--- config.mk ---
export PLATFORM = sky130hd
export DESIGN_NAME = pc_fetch_stage
export DESIGN_NICKNAME = d
export VERILOG_FILES = /design/src/rtl/pc_fetch_stage_pkg.sv /design/src/rtl/pc_fetch_stage_if_id_reg.sv /design/src/rtl/pc_fetch_stage.sv
export SDC_FILE = /design/constraint.sdc
export NUM_CORES = 1
export LEC_CHECK = 0
export ABC_AREA = 1
export CAP_MARGIN = 20
export CORE_MARGIN = 3
export CORE_UTILIZATION = 41
export DETAILED_ROUTE_END_ITERATION = 6
export GPL_TIMING_DRIVEN = 0
export PLACE_DENSITY = 0.81
export SYNTH_ARGS = -nofsm -noshare
export SYNTH_HDL_FRONTEND = slang
export SYNTH_SLANG_ARGS = --single-unit
--- constraint.sdc ---
create_clock -name CLK -period 1.59 [get_ports CLK]
set_input_delay 0.2385 -clock CLK [delete_from_list [all_inputs] [get_ports CLK]]
set_output_delay 0.2385 -clock CLK [all_outputs]
set_load 0.05 [all_outputs]
--- src/rtl/pc_fetch_stage_pkg.sv ---
// Shared constants for the fetch stage and the pipeline registers built around it.
package pc_fetch_stage_pkg;
    localparam int          WL           = 32;
    localparam logic [31:0] RESET_PC     = 32'h0000_0000;
    localparam logic [31:0] NOP_INSTR    = 32'h0000_0000;
    localparam logic [31:0] PC_INCR      = 32'd4;
    localparam int          JUMP_FIELD_W = 26;
endpackage

--- src/rtl/pc_fetch_stage_if_id_reg.sv ---
// Generic pipeline register with hold (en=0) and clear-to-zero; clear wins over hold.
module if_id_reg #(
    parameter int W = 65
) (
    input  logic         clk,
    input  logic         rst,
    input  logic         en,
    input  logic         clr,
    input  logic [W-1:0] d,
    output logic [W-1:0] q
);
    logic [W-1:0] q_q, q_d;

    always_comb begin
        q_d = q_q;
        if (clr)     q_d = '0;
        else if (en) q_d = d;
    end

    always_ff @(posedge clk) begin
        if (rst) q_q <= '0;
        else     q_q <= q_d;
    end

    assign q = q_q;
endmodule

--- src/rtl/pc_fetch_stage.sv ---
// Program counter, next-PC redirect mux and IF/ID register for the MIPS pipeline.
module pc_fetch_stage
    import pc_fetch_stage_pkg::*;
#(
    parameter int          WL       = pc_fetch_stage_pkg::WL,
    parameter logic [31:0] RESET_PC = pc_fetch_stage_pkg::RESET_PC
) (
    input  logic                    CLK,
    input  logic                    RST,
    input  logic                    StallF,
    input  logic                    StallD,
    input  logic                    FlushD,
    input  logic                    PCSrcD,
    input  logic [WL:0]             BranchTarget,
    input  logic                    JumpD,
    input  logic [JUMP_FIELD_W-1:0] JumpIndexD,
    input  logic [WL-1:0]           InstrF,
    output logic [WL-1:0]           PCF,
    output logic [WL-1:0]           PCPlus4F,
    output logic [WL-1:0]           InstrD,
    output logic [WL-1:0]           PCPlus4D,
    output logic                    ValidD,
    output logic                    MisalignD
);
    logic [WL-1:0] pc_q, pc_d;
    logic          misalign_q, misalign_d;
    logic          unused_bt_carry;

    // Adder carry-out is meaningless for a wrapping address space.
    assign unused_bt_carry = BranchTarget[WL];

    assign PCPlus4F = pc_q + PC_INCR;

    always_comb begin
        pc_d       = PCPlus4F;
        misalign_d = 1'b0;
        if (StallF) begin
            pc_d = pc_q;
        end else if (JumpD) begin
            pc_d = {PCPlus4D[WL-1:WL-4], JumpIndexD, 2'b00};
        end else if (PCSrcD) begin
            pc_d       = {BranchTarget[WL-1:2], 2'b00};
            misalign_d = |BranchTarget[1:0];
        end
    end

    always_ff @(posedge CLK) begin
        if (RST) begin
            pc_q       <= RESET_PC;
            misalign_q <= 1'b0;
        end else begin
            pc_q       <= pc_d;
            misalign_q <= misalign_d;
        end
    end

    assign PCF       = pc_q;
    assign MisalignD = misalign_q;

    // Clear value is all-zero, which is also NOP_INSTR with ValidD=0.
    if_id_reg #(.W(2*WL+1)) u_if_id (
        .clk (CLK),
        .rst (RST),
        .en  (~StallD),
        .clr (FlushD),
        .d   ({1'b1, PCPlus4F, InstrF}),
        .q   ({ValidD, PCPlus4D, InstrD})
    );
endmodule

; After elaboration in Yosys (flattened, before gate mapping)
; Index checks and enable logic that the tools add are counted.
[totals]
regBits = 98
in_bits = 98
out_inout_bits = 130
word_cells = 10
[op_classes]
n_addsub = 1
mux = 2
bitwise_logic = 1
n_reduce_logical = 3
[ops]
columns = op, count
row1 = 2-to-1 mux 32 bit, 2
row2 = adder 32 x 3 -> 32 bit (second input constant), 1
row3 = OR reduction 2 bit, 2
row4 = OR reduction 4 bit, 1
row5 = inverter 1 bit, 1

; Logic depth before layout (Yosys ltp)
; Gate-level depths: netlist of run 1.
[depth]
word_depth = 3
mapped_depth = 10

; Cells and area by module
; Synthesis of run 1 repeated with hierarchy kept, for this count alone.
[unflattened]
hier_cells = 873
area_unflattened_um2 = 5358.9
[modules_own_cells]
columns = mod, instances, cells_per_inst, area_per_inst_um2, seq_area_each_um2
row1 = pc_fetch_stage, 1, 461, 2713.9, 620.6
row2 = if_id_reg, 1, 412, 2645.0, 1301.2

; Worst setup path before layout of run 1
; No wires, ideal clock.
[synth_timing]
path_kind = flip-flop to flip-flop
start = register pc_q[2] (netlist: PCF[2])
end = register pc_q[9] (netlist: PCF[9])
t_arrival_ns = 2.652
setup_slack_ns = -1.132
path_stages_with_launch = 7
path_buffers = 0
synth_period_minus_slack_ns = 2.722
cell_sequence = dfxtp_1 -> inv_1 -> nor2_4 -> nand2_2 -> xnor2_1 -> o21ai_0 -> a21oi_1
[synth_between]
elab_chain_len = 3
[synth_lines]
columns = item, line
row1 = from (decl), pc_fetch_stage.sv:25  ; logic [WL-1:0] pc_q, pc_d;
row2 = from (signal assigned), pc_fetch_stage.sv:52  ; pc_q <= pc_d;
row3 = adder 32 x 3 -> 32 bit, pc_fetch_stage.sv:32  ; assign PCPlus4F = pc_q + PC_INCR;
row4 = via PCPlus4F[9], pc_fetch_stage.sv:19  ; output logic [WL-1:0] PCPlus4F,
row5 = 2-to-1 mux 32 bit, pc_fetch_stage.sv:41  ; end else if (PCSrcD) begin
row6 = 2-to-1 mux 32 bit, pc_fetch_stage.sv:39  ; end else if (JumpD) begin
; The timed path passes the listed nets, and every way through them passes these cells.
; A chain may end at the register's enable or synchronous reset.

; Worst setup path in the final report of run 1
[layout_timing]
start = register pc_q[3] (netlist: PCF[3])
end = output PCPlus4F[19]
[layout_between]
elab_chain_len = 1
[layout_lines]
columns = item, line
row1 = adder 32 x 3 -> 32 bit, pc_fetch_stage.sv:32
row2 = to (decl), pc_fetch_stage.sv:19
; Every way passes these cells.

==> results.md, run 1 <==
- Outcome: finished, violations left
- Failing checks: negative setup slack
- Placed Cells: 1,119
- Post-synth top area share: 39.5%
- Global placement routability congestion: 0.899
- Clock latency on the worst-skew pair: 0.36 ns
- CP Launch Type: register
- Clock Sinks: 94
- Crit end category: output pin
- Antenna violations before repair: 0
- Most frequent cell after synthesis: nand2_1
- Synth top cells by count: nand2_1, nor2_1, dfxtp_1
- Largest stage delay on the critical path: 0.39 ns
- Flop pwr share: 37.8%
- Slew headroom: 49.3%
- Root buf cell: clkbuf_16
- Die X: 114 um
- Cts hold-fix bufs: 0
- Via count: 6,451
- Die height: 114 um
- Pin count of the biggest net entering global routing: 18
- Setup ws final: -0.578 ns
- Antenna violation net count after detailed routing: 0
- Final #Nets: 1,139
- Clk network pwr share: 31.7%
- Crit path cell chain: nand2_1, nor2_4, nand2_8, nor2_4, nand3b_1, nand2_4, buf_8
- Setup Crit Path Kind: reg2out
- Sw Share: 37.2%
- Initial Utilization: 43.0%
- Endpoints failing hold: 0
- Tot Pwr: 6920 uW
- Hpwl dp: 14.0 mm
- Proportion of power drawn by combinational gates: 30.5%
- Skew final: 0.0148 ns
- Async S/R FF share, synth: 0%
- Post-Syn Area per Cell: 6.31 sq um
- VDD IR max: 552 uV
- CP Data Required Time: 1.35 ns
- GR Overflow Total: 0
- Critical-path top delay cell: dfxtp_4
- CORE AREA: 11,100 sq um
- Seq/Total Area, Yosys: 39.5%
- Largest cells by area after synthesis: dfxtp_1, nand2_1, nor2_1
- CTS Buf Count: 9
- Pleak: 0.00404 uW
- Yosys cell types: 28
- Fmax: 0.461 GHz
- Hold crit path type: in2reg
- Yosys warns: 0
- Gr usage total: 29.4%
- CTS Buffer Depth: 2
- CP max FO: 6
- Max Cap Viol: 0
- Min Clock Period, post-route: 2.17 ns
- Register clock-pin slew on the reported worst setup and hold paths: 0.08 ns
- # IOs: 228
- Worst Max-Slew Pin Slew: 0.761 ns
- Netlist Area Pre-Place: 4770 sq um
- Post-synth EDFFs: 0
- Vias in the first global route: 5,899
- DRC: 0
- RSZ-0062 raised after global routing: yes
- Main flop type after synthesis: dfxtp_1
- Drt wl/cell: 18.6 um
- Setup_tns: -16.75 ns
- Post-Synthesis Cells: 756
- Leading area contributor after synthesis: dfxtp_1
- Final WL: 22.0 mm
- Core Rows: 38
- IO buf count: 218
- Internal power: 4350 uW
- First-pass GRT wire length: 30.3 mm
- Setup slack, reg-to-reg: -0.22 ns
- Layout cells sized above 1: 29.9%
- CP Data Arrival Time: 1.93 ns
- DIE AREA: 13,000 sq um
- Syn-to-layout area delta: 86.3%
- Switching pwr: 2570 uW
- Pre-antenna DRT Iters: 5
- Yosys reg bits: 94
- CTS tree: built
- Non-Filler Instances: 1,185
- # diodes: 0
- Crit-path most repeated cell: nor2_4
- Cell Pwr Density: 779 nW/um^2
- H-tree Lvls: 3
- Pins over their slew limit: 0
- Final setup viols: 67
- DRT iter0 DRCs: 576
- DP Worst Slack: -0.988 ns
- Vias per cell: 5.44
- Fin crit share: 136%
[registers in the layout, indices dropped and copies added, names as in the netlist]
signal and flops:
MisalignD 1, u_if_id.q 63, PCF 30
[timing repair]
action	in CTS	in global routing
endpoints found under the setup margin	210	91
pin swaps	39	52
setup buffers	30	28
gates resized for setup	409	135
[worst paths after layout]
check / end / cells past startpoint / startpoint
worst max register to register: PCF[14] / 10 / PCF[3]
worst min-delay path: PCF[10] / 4 / JumpD
worst max-delay path: PCPlus4F[19] / 7 / PCF[3]
worst min register to register: u_if_id.q[27] / 2 / u_if_id.q[27]
[stage by stage]
stage               hold WS (ns)  instance area, sq um  util [%]
floorplan                  0.315                  5180         -
detailed placement         0.456                  7540      68.1
CTS                        0.329                  8370      75.5
global placement           0.452                  7540      68.1
global route               0.347                  8880      80.2
finish                     0.328                  8880      80.2
[cell families after synthesis]
logic type / synth area share [%]
AOI/OAI and AO/OA: 18.6
DFF: 39.5
adders and majority gates: 0.262
other: 0.0786
xor gates and xnor gates: 1.29
buffers and inverters: 9.13
and+or+nand+nor: 31.1
[critical path, delay by kind of cell (launching register included)]
kind / cells / cell delay [ns]
buffers and inverters: 1 / 0.15
flip-flops: 1 / 0.39
AND/OR/NAND/NOR: 6 / 1.02
[cell usage in the layout, fill, tap and decap left out, drive strengths merged]
master	instances
or2	2
o21ai	80
clkdlybuf4s15	10
inv	64
ha	1
dlygate4sd2	80
nor3	1
xor2	3
nand3	25
a211oi	2
xnor2	4
clkdlybuf4s50	94
clkinv	1
a21oi	89
clkinvlp	3
nor2	156
buf	95
conb	6
nand2	180
a31oi	2
and2	3
clkbuf	46
o211ai	2
nand3b	2
dfxtp	94
[layout make-up]
cell class	count	area, sq um
plain buffers	46	213
clock buffers	10	229
clock inverters	6	55.1
fillers	770	2200
inverters	62	236
multi-input cells	558	3390
flip-flops and latches	94	1950
well taps	140	175
repair buffers	269	2630
[layer usage]
| metal | global-route usage (%) | routed length (um) |
|---|---|---|
| met5 | 0 | 0 |
| met4 | 12.2 | 1110 |
| met3 | 6.84 | 2280 |
| met2 | 51.3 | 10400 |
| met1 | 34.5 | 8190 |
[power by group through the flow]
stage	clock network, uW	logic [uW]	registers (uW)
3_3_place_gp	0	1880	2650
6_report	2190	2110	2620
3_5_place_dp	0	1890	2650
2_1_floorplan	0	768	3020
5_1_grt	2260	2220	2630
4_1_cts	2150	1970	2610
Note: power is estimated with default switching activity, not from simulation.
==> inputs of run 2 (changes only) <==
- SLEW_MARGIN: default -> 20
==> results of run 2 <==
No change in the layout: final DEF, timing and power equal those of run 1.
